File: src/rtl/dram_cmd_pkg.sv
// Shared DRAM command definitions for the issuer and the per-bank timing checker.
// Latency: n/a (types, constants and a pure helper function only).
// Backpressure: n/a.
package dram_cmd_pkg;

    localparam logic [3:0] CMD_NOP = 4'd0;
    localparam logic [3:0] CMD_REF = 4'd1;
    localparam logic [3:0] CMD_ACT = 4'd2;
    localparam logic [3:0] CMD_RD  = 4'd3;
    localparam logic [3:0] CMD_WR  = 4'd4;
    localparam logic [3:0] CMD_PRE = 4'd5;

    typedef enum logic [1:0] {
        ST_IDLE,
        ST_ISSUE,
        ST_CHECK,
        ST_GAP
    } issuer_state_t;

    typedef struct packed {
        logic [3:0] cmd;
        logic [1:0] bg;
        logic [1:0] bank;
    } dram_req_t;

    // Only REF..PRE may ever be driven onto the checker bus.
    function automatic logic cmd_is_valid(input logic [3:0] cmd);
        return (cmd >= CMD_REF) && (cmd <= CMD_PRE);
    endfunction

endpackage

File: src/rtl/dram_cmd_issuer_cmd_fifo.sv
// Synchronous request FIFO with full/empty flags, head entry visible combinationally.
// Latency: a push is visible at the head the cycle after the push edge; no bypass.
// Backpressure: pushes are ignored while full, pops are ignored while empty.
module cmd_fifo #(
    parameter int FIFO_DEPTH = 4,
    parameter int WIDTH      = 8
) (
    input  logic             sys_clk,
    input  logic             sys_rst_n,
    input  logic             push,
    input  logic [WIDTH-1:0] push_dat,
    input  logic             pop,
    output logic [WIDTH-1:0] head_dat,
    output logic             full,
    output logic             empty
);

    localparam int AW = $clog2(FIFO_DEPTH);

    logic [WIDTH-1:0] mem [FIFO_DEPTH];
    logic [AW:0]      wr_ptr;
    logic [AW:0]      rd_ptr;

    // The extra pointer bit separates the full and empty cases when the indices match.
    assign empty    = (wr_ptr == rd_ptr);
    assign full     = (wr_ptr[AW] != rd_ptr[AW]) && (wr_ptr[AW-1:0] == rd_ptr[AW-1:0]);
    assign head_dat = mem[rd_ptr[AW-1:0]];

    // Pointer update; both pointers wrap naturally because the depth is a power of two.
    always_ff @(posedge sys_clk) begin
        if (!sys_rst_n) begin
            wr_ptr <= '0;
            rd_ptr <= '0;
        end else begin
            if (push && !full) wr_ptr <= wr_ptr + (AW+1)'(1);
            if (pop && !empty) rd_ptr <= rd_ptr + (AW+1)'(1);
        end
    end

    // Storage needs no reset: nothing is read until a push has written the entry.
    always_ff @(posedge sys_clk) begin
        if (push && !full) mem[wr_ptr[AW-1:0]] <= push_dat;
    end

endmodule

File: src/rtl/dram_cmd_issuer.sv
// Issues queued DRAM commands to the bank timing checker as one-cycle pulses, retrying rejects.
// Latency: request pushed at edge N is issued in cycle N+2, checked in N+3, reported in N+4.
// Backpressure: req_ready drops while the request FIFO is full; the checker stalls via tc_ready.
module dram_cmd_issuer #(
    parameter int FIFO_DEPTH   = 4,
    parameter int RETRY_GAP    = 2,
    parameter int MAX_ATTEMPTS = 255
) (
    input  logic        sys_clk,
    input  logic        sys_rst_n,
    input  logic        req_valid,
    output logic        req_ready,
    input  logic [3:0]  req_cmd,
    input  logic [1:0]  req_bank_group,
    input  logic [1:0]  req_bank,
    output logic [3:0]  cmd_decoded,
    output logic [1:0]  bank_group,
    output logic [1:0]  bank,
    input  logic        tc_ready,
    output logic        done_valid,
    output logic        err_valid,
    output logic [3:0]  done_cmd,
    output logic        busy,
    output logic [15:0] retry_cnt
);

    import dram_cmd_pkg::*;

    localparam logic [7:0] GAP_LAST = (RETRY_GAP > 0) ? 8'(RETRY_GAP - 1) : 8'd0;
    localparam logic [7:0] ATT_MAX  = 8'(MAX_ATTEMPTS);

    issuer_state_t state, nxt;
    dram_req_t     head;
    dram_req_t     push_req;
    logic          full, empty;
    logic          pop, done_nxt, err_nxt, reject;
    logic [7:0]    attempt_cnt;
    logic [7:0]    gap_cnt;

    assign push_req  = '{cmd: req_cmd, bg: req_bank_group, bank: req_bank};
    assign req_ready = !full;
    assign busy      = (state != ST_IDLE) || !empty;

    cmd_fifo #(
        .FIFO_DEPTH (FIFO_DEPTH),
        .WIDTH      ($bits(dram_req_t))
    ) u_fifo (
        .sys_clk   (sys_clk),
        .sys_rst_n (sys_rst_n),
        .push      (req_valid),
        .push_dat  (push_req),
        .pop       (pop),
        .head_dat  (head),
        .full      (full),
        .empty     (empty)
    );

    // FSM state register.
    always_ff @(posedge sys_clk) begin
        if (!sys_rst_n) state <= ST_IDLE;
        else            state <= nxt;
    end

    // Next state, pop and report decisions; tc_ready only matters in CHECK.
    always_comb begin
        nxt      = state;
        pop      = 1'b0;
        done_nxt = 1'b0;
        err_nxt  = 1'b0;
        reject   = 1'b0;
        case (state)
            ST_IDLE: begin
                if (!empty) begin
                    if (cmd_is_valid(head.cmd)) begin
                        nxt = ST_ISSUE;
                    end else begin
                        pop     = 1'b1;
                        err_nxt = 1'b1;
                    end
                end
            end
            ST_ISSUE: nxt = ST_CHECK;
            ST_CHECK: begin
                // The checker never grants REF, so REF counts as accepted on issue.
                if ((head.cmd == CMD_REF) || tc_ready) begin
                    pop      = 1'b1;
                    done_nxt = 1'b1;
                    nxt      = ST_IDLE;
                end else begin
                    reject = 1'b1;
                    if (attempt_cnt == ATT_MAX) begin
                        pop     = 1'b1;
                        err_nxt = 1'b1;
                        nxt     = ST_IDLE;
                    end else if (RETRY_GAP == 0) begin
                        nxt = ST_ISSUE;
                    end else begin
                        nxt = ST_GAP;
                    end
                end
            end
            ST_GAP: begin
                if (gap_cnt == GAP_LAST) nxt = ST_ISSUE;
            end
            default: nxt = ST_IDLE;
        endcase
    end

    // Registered checker bus and report pulses; the bus carries a command only while in ISSUE.
    always_ff @(posedge sys_clk) begin
        if (!sys_rst_n) begin
            cmd_decoded <= CMD_NOP;
            bank_group  <= '0;
            bank        <= '0;
            done_valid  <= 1'b0;
            err_valid   <= 1'b0;
            done_cmd    <= '0;
        end else begin
            cmd_decoded <= (nxt == ST_ISSUE) ? head.cmd : CMD_NOP;
            if (nxt == ST_ISSUE) begin
                bank_group <= head.bg;
                bank       <= head.bank;
            end
            done_valid <= done_nxt;
            err_valid  <= err_nxt;
            if (done_nxt || err_nxt) done_cmd <= head.cmd;
        end
    end

    // Attempt, NOP-gap and saturating retry counters.
    always_ff @(posedge sys_clk) begin
        if (!sys_rst_n) begin
            attempt_cnt <= '0;
            gap_cnt     <= '0;
            retry_cnt   <= '0;
        end else begin
            if ((state == ST_IDLE) && (nxt == ST_ISSUE)) attempt_cnt <= '0;
            else if (state == ST_ISSUE)                  attempt_cnt <= attempt_cnt + 8'd1;
            if (state == ST_GAP) gap_cnt <= gap_cnt + 8'd1;
            else                 gap_cnt <= '0;
            if (reject && (retry_cnt != 16'hFFFF)) retry_cnt <= retry_cnt + 16'd1;
        end
    end

endmodule

File: config.mk
export PLATFORM = sky130hd
export DESIGN_NAME = dram_cmd_issuer
export DESIGN_NICKNAME = d
export VERILOG_FILES = /design/src/rtl/dram_cmd_pkg.sv /design/src/rtl/dram_cmd_issuer_cmd_fifo.sv /design/src/rtl/dram_cmd_issuer.sv
export SDC_FILE = /design/constraint.sdc
export NUM_CORES = 1
export LEC_CHECK = 0
export ABC_AREA = 1
export BUFFER_PORTS_ARGS = -buffer_cell sky130_fd_sc_hd__buf_4
export CAP_MARGIN = 20
export CORE_ASPECT_RATIO = 1.25
export CORE_UTILIZATION = 31
export CTS_CLUSTER_DIAMETER = 40
export DETAILED_ROUTE_END_ITERATION = 6
export PLACE_DENSITY = 0.57
export SYNTH_ARGS = -nofsm -noshare
export SYNTH_HDL_FRONTEND = slang
export SYNTH_SLANG_ARGS = --single-unit
File: constraint.sdc
create_clock -name sys_clk -period 3.1 [get_ports sys_clk]
set_clock_uncertainty 0.15 [all_clocks]
set_input_delay 0.155 -clock sys_clk [delete_from_list [all_inputs] [get_ports sys_clk]]
set_output_delay 0.155 -clock sys_clk [all_outputs]
set_load 0.005 [all_outputs]
==> key figures, run 1 <==
Outcome
  – Outcome: finished clean

Floorplan
  – Die Y: 128.8 um
  – Die width: 103.5 um
  – Core outline area: between 10000 and 15000 sq um
  – I/O pins: 44
  – Rows: 45
  – Initial Util: 32.35%
  – Die area: 13330 sq um

CTS
  – Root Buffer: clkbuf_16
  – Clock Pin Slew Worst Setup and Hold Paths: 0.06 ns
  – Total CTS buffers: 9
  – H-tree levels: 3
  – CTS tree: built
  – Clock buffer depth: 2
  – Clock Latency Late Sink: 0.34 ns
  – PostCTS Resize Cnt: 0
  – Clock tree sinks: 88
  – Post-CTS Setup Bufs: 0

Timing
  – Final min period: 2.396 ns
  – Final hold violations: 0
  – Setup TNS: 0 ns
  – RSZ-0062 raised after global routing: false
  – Worst-Margin Slew: 0.7931 ns
  – Fmax: 417.4 MHz
  – Worst Setup Slack, final: slightly above 0.7 ns
  – Slew headroom: 46.93%
  – Final Max Slew Viols: 0
  – # setup viols final: 0
  – Final Cycle Share: between 70% and 80%

Critical path
  – Slack of the worst reg-to-reg path: 0.70 ns
  – Critical Path AT: 2.47 ns
  – CP Capture Type: flop
  – CP Data Required Time: approximately 3.2 ns
  – Crit path max fanout: 17
  – Kind of critical path: flop to flop
  – Worst setup SP type: flop

Placement
  – Buffers on Ports: 43
  – HPWL Detailed: 6122 um
  – Setup WS pre-CTS: a little under 0.7 ns
  – Gpl congestion: 0.8015

Yosys
  – Share of the synthesized area in the top cell type: between 20 and 30%
  – Syn nets: ~460
  – Ys flop type: dfxtp_1
  – Synth top area cells: dfxtp_1 (28%), edfxtp_1 (24%), nand2_1 (8.0%)
  – Seq cells post-synth: 88
  – Async S/R FF share, synth: 0%
  – Leading area contributor after synthesis: dfxtp_1
  – Seq/Total Area, Yosys: between 50 and 60%
  – Syn Area/Cell: about 9.1 sq um
  – Synth unique cells: 34
  – Commonest cells post-synth: nand2_1 (85), dfxtp_1 (56), nor2_1 (44), inv_1 (42), edfxtp_1 (32)
  – Most frequent cell after synthesis: nand2_1
  – Mapped cell area: 3989 sq um
  – Post-synth EDFFs: 32
  – Synth warn: 0
  – Post-Synthesis Cells: 440

Global route
  – Largest net degree at the start of global routing: 25
  – Initial antenna violation count: 0
  – Vias in the first global route: 2866
  – GRT Overall Usage: 13.46%
  – First-pass GRT wire length: 13570 um
  – Grt ovf: 0

Routing
  – Avg WL per Cell: 12.55 um
  – Post-route ant nets: 0
  – DRT iter0 DRCs: ~150
  – Vias: 3080
  – Post-DR vias/cell: between 4 and 5
  – Final wirelength: 8330 um
  – DRC: 0
  – DRT Pass-1 Iters: 6

Layout
  – Filler Cells Inserted: 1228
  – Synthesis-to-finish area growth: 21.08%
  – Fin util: 39.17%
  – Nets: 516
  – N_diodes: 0
  – Layout cells sized above 1: 19.40%

Power and ir drop
  – Static leakage: 1.813 nW
  – Tot Pwr: 0.003616 W
  – Peak VDD IR: 0.0002842 V
  – Power Density: 748.7 nW/um^2

Flow run
  – Max cap viols: 0

Min path
  – Tightest Hold Check Type: input pin to flop
[kinds of logic after synthesis]
family	count (synthesis)	share of synthesized area [%]
buffers and inverters	54	6.336
AO/OA/AOI/OAI	56	7.497
adder cells (fa/ha/maj)	9	2.823
XOR/XNOR	19	4.172
AND/OR/NAND/NOR	214	26.98
flip-flops	88	52.20
[cells in the final DEF, fill, tap and decap left out, drive strengths merged]
master / instances
ha: 9
clkinv: 2
nor3b: 1
nor4: 5
dfxtp: 56
nor2: 56
buf: 45
clkinvlp: 1
a31oi: 2
nand2: 101
inv: 47
clkbuf: 10
xnor2: 7
edfxtp: 32
a21oi: 30
xor2: 12
o22ai: 1
nor3: 13
bufinv: 1
nand4: 7
nand3b: 2
nand3: 29
o21ai: 20
dlygate4sd3: 8
a32o: 3
[registers in the layout, indices dropped and copies added, names as in the netlist, named ones only]
signal,count
cmd_decoded,4
u_fifo.mem,32
done_cmd,4
bank_group,2
state,2
bank,2
u_fifo.wr_ptr,3
err_valid,1
u_fifo.rd_ptr,3
retry_cnt,16
done_valid,1
attempt_cnt,8
gap_cnt,8
[cell type report]
class	instances	area (sq um)	area share, %
Tap cell	164	205.2	4.249
Clock buffer	10	229.0	4.741
Inverter	45	173.9	3.601
Multi-Input combinational cell	298	1654	34.25
Sequential cell	88	2082	43.11
Timing Repair Buffer	53	417.9	8.653
Clock inverter	6	67.56	1.399
[repair_timing]
| item | in CTS | in global routing |
|---|---|---|
| hold buffers | 8 | 0 |
| endpoints found under the hold margin | 32 | 0 |
| setup endpoints to repair | 0 | 0 |
[critical path, stage by stage (launching register included)]
cell and delay [ns]:
dfxtp_1 0.77, inv_6 0.15, nand2_1 0.11, nand3_1 0.07, nand2_1 0.16, nand2_1 0.07
inv_1 0.09, nand2_4 0.07, nand4_2 0.08, nand2_2 0.09, nor2_8 0.22, nand2_4 0.09
nand2_8 0.12, nor2_2 0.04
[worst paths after layout]
| check | startpoint | end | cells past startpoint |
|---|---|---|---|
| worst min register to register | bank[0]$_SDFFE_PN0N_ | bank[0]$_SDFFE_PN0N_ | 2 |
| worst max-delay path | flop | attempt_cnt[1]$_SDFFE_PP0P_ | 13 |
| worst min-delay path | sys_rst_n | bank[1]$_SDFFE_PN0N_ | 3 |
| worst max register to register | flop | attempt_cnt[1]$_SDFFE_PP0P_ | 13 |
[through the flow]
stage | std cells | area, sq um | hold slack [ns]
floorplan | 440 | 3989 | 0.1039
global placement | 640 | 4453 | 0.2060
detailed placement | 640 | 4453 | 0.2080
CTS | 664 | 4830 | 0.04386
global route | 664 | 4830 | 0.05922
finish | 664 | 4830 | 0.05429
[report_power, final]
part,total (W),switching (W),internal (W)
sequential,0.00145,0.000120,0.00133
clock,0.00109,0.000457,0.000629
combinational,0.00108,0.000687,0.000394
total,0.00362,0.00126,0.00235
[layer usage]
metal | vias up | share of wire [%] | GRT usage, %
met4 | 0 | 2.2 | 6.131
met5 | - | 0 | 0
met1 | 1439 | 45 | 16.79
met3 | 14 | 4.2 | 3.422
li1 | 1564 | - | -
met2 | 63 | 49 | 21.66
No activity file was read; power rests on OpenSTA's default activity.
==> run 2, diff against run 1 <==
--- a/config.mk
+++ b/config.mk
@@ -12,7 +12,7 @@
 export CORE_UTILIZATION = 31
 export CTS_CLUSTER_DIAMETER = 40
 export DETAILED_ROUTE_END_ITERATION = 6
-export PLACE_DENSITY = 0.57
+export PLACE_DENSITY = 0.58
 export SYNTH_ARGS = -nofsm -noshare
 export SYNTH_HDL_FRONTEND = slang
 export SYNTH_SLANG_ARGS = --single-unit
==> constraint.sdc (replaced) <==
create_clock -name sys_clk -period 2.2 [get_ports sys_clk]
set_clock_uncertainty 0.15 [all_clocks]
set_input_delay 0.11 -clock sys_clk [delete_from_list [all_inputs] [get_ports sys_clk]]
set_output_delay 0.11 -clock sys_clk [all_outputs]
set_load 0.005 [all_outputs]
==> run 2 against run 1 <==
Utilization increased by 0.53 points. Largest power group unchanged. Critical path type unchanged. Register-to-register slack worse by 0.50 ns. Combinational power rose by 52%.
==> key figures, run 2 (same netlist as run 1, synthesis figures left out) <==
Outcome
  – Outcome: finished clean

Flow run
  – Max cap viols: 0 (unchanged)

Routing
  – Avg WL per Cell: 12.57 um (+0.23%)
  – Vias: 3101 (+0.68%)
  – Post-route ant nets: 0 (unchanged)
  – DRT Pass-1 Iters: 4 (-2)
  – DRT iter0 DRCs: 111 (-26%)
  – Final wirelength: 8513 um (+2.2%)
  – DRC: 0 (unchanged)
  – Post-DR vias/cell: 4.581 (-1.3%)

Timing
  – Setup TNS: 0 ns (unchanged)
  – Fmax: 502.1 MHz (+20%)
  – Final Max Slew Viols: 0 (unchanged)
  – Final Cycle Share: 90.53% (+13 points)
  – Final hold violations: 0 (unchanged)
  – Final min period: 1.992 ns (-0.4043 ns)
  – Worst Setup Slack, final: 0.2083 ns (-0.4957 ns)
  – Slew headroom: 73.78% (+27 points)
  – # setup viols final: 0 (unchanged)
  – RSZ-0062 raised after global routing: false
  – Worst-Margin Slew: 0.3892 ns (-0.4040 ns)

Placement
  – HPWL Detailed: 6226 um (+1.7%)
  – Gpl congestion: 0.8252 (+3.0%)
  – Setup WS pre-CTS: 0.1004 ns (-0.5948 ns)
  – Placed Cells: 652 (+1.9%)
  – Buffers on Ports: 43 (unchanged)

CTS
  – CTS tree: built
  – Post-CTS Setup Bufs: 0 (unchanged)
  – H-tree levels: 3 (unchanged)
  – Clock Pin Slew Worst Setup and Hold Paths: 0.06 ns (about the same)
  – Total CTS buffers: 9 (unchanged)
  – Clock buffer depth: 2 (unchanged)
  – Root Buffer: clkbuf_16
  – Clock tree sinks: 88 (unchanged)
  – Clock Latency Late Sink: 0.33 ns (about the same)

Power and ir drop
  – Power Density: 1023 nW/um^2 (+37%)
  – Tot Pwr: 0.005006 W (+38%)
  – Static leakage: 1.873 nW (+3.3%)
  – Peak VDD IR: 0.0004372 V (+54%)

Global route
  – Grt ovf: 0 (unchanged)
  – Initial antenna violation count: 0 (unchanged)
  – Vias in the first global route: 3023 (+5.5%)
  – First-pass GRT wire length: 14010 um (+3.3%)
  – GRT Overall Usage: 13.90% (+0.44 points)
  – Largest net degree at the start of global routing: 25 (unchanged)

Layout
  – Max reg flops: 32 (unchanged)
  – Nets: 529 (+2.5%)
  – Final std cells w/o fill: 677 (+2.0%)
  – Commonest cells after routing, fill and taps aside: nand2_1 (85), buf_4 (57), dfxtp_1 (55)
  – N_diodes: 0 (unchanged)
  – Commonest non-fill, non-tap cell in the layout: nand2_1
  – Synthesis-to-finish area growth: 22.71%
  – Layout cells sized above 1: 21.44% (+2.0 points)

Critical path
  – Kind of critical path: flop to flop
  – CP Data Required Time: 2.28 ns (-0.90 ns)
  – Critical Path AT: 2.07 ns (-0.40 ns)
  – Worst setup SP type: flop
  – CP Capture Type: flop
  – Crit path max fanout: 18 (+1)

Floorplan
  – Die Y: 128.8 um (unchanged)
  – Rows: 45 (unchanged)
  – Initial Util: 32.35% (unchanged)
  – Die width: 103.5 um (unchanged)
  – Die area: 13330 sq um (unchanged)
  – I/O pins: 44 (unchanged)
  – Core outline area: 12330 sq um (unchanged)

Min path
  – Tightest Hold Check Type: input pin to flop
-- run 2: timing repair --
action,in CTS,in global routing
hold buffers,9,0
endpoints found under the hold margin,33,0
gates resized for setup,0,1
setup endpoints to repair,0,35
-- run 2: cell type report --
type,count,area [sq um]
Timing Repair Buffer,66,518.0
Tap cell,164,205.2
Multi-Input combinational cell,298,1654
Clock inverter,5,23.77
Clock buffer,11,236.5
Fill cell,1234,7436
Inverter,45,173.9
Sequential cell,88,2083
-- run 2: critical path, cell delays in order, from the launching register on --
cell     delay (ns)
dfxtp_1        0.38
ha_1           0.26
nand3_1        0.16
nor3_2         0.17
nand4_1        0.18
nand2_4        0.23
inv_2          0.14
a21oi_1        0.15
nor2_1         0.06
-- run 2: path summary, 6_finish.rpt --
path	startpoint	endpoint	slack (ns)	cells past startpoint
worst min-delay path	req_valid	u_fifo.wr_ptr[0]$_SDFFE_PN0P_	0.06	3
worst min register to register	bank[0]$_SDFFE_PN0N_	bank[0]$_SDFFE_PN0N_	0.32	2
worst max register to register	retry_cnt[1]$_SDFFE_PN0P_	retry_cnt[2]$_SDFFE_PN0P_	0.21	8
worst max-delay path	retry_cnt[1]$_SDFFE_PN0P_	retry_cnt[2]$_SDFFE_PN0P_	0.21	8
-- run 2: per-layer routing --
layer | part of all wire [%] | routed length, um | track usage [%]
met1 | 46 | 3904 | 17.29
met2 | 48 | 4102 | 22.75
met3 | 3.9 | 335 | 3.150
met4 | 2.0 | 171 | 6.214
met5 | 0 | 0 | 0
-- run 2: metrics by stage --
stage               utilization, %  hold slack, ns  area [sq um]
global placement             36.84          0.1620          4543
detailed placement           36.84          0.1689          4543
global route                 39.70         0.06582          4895
CTS                          39.69         0.04383          4893
floorplan                        -         0.05887          3989
finish                       39.70         0.05718          4895
-- run 2: where the power goes --
group          total (W)  switching [W]  internal [W]
sequential       0.00201       0.000136       0.00187
clock            0.00136       0.000593      0.000766
combinational    0.00164        0.00102      0.000614
total            0.00501        0.00175       0.00325
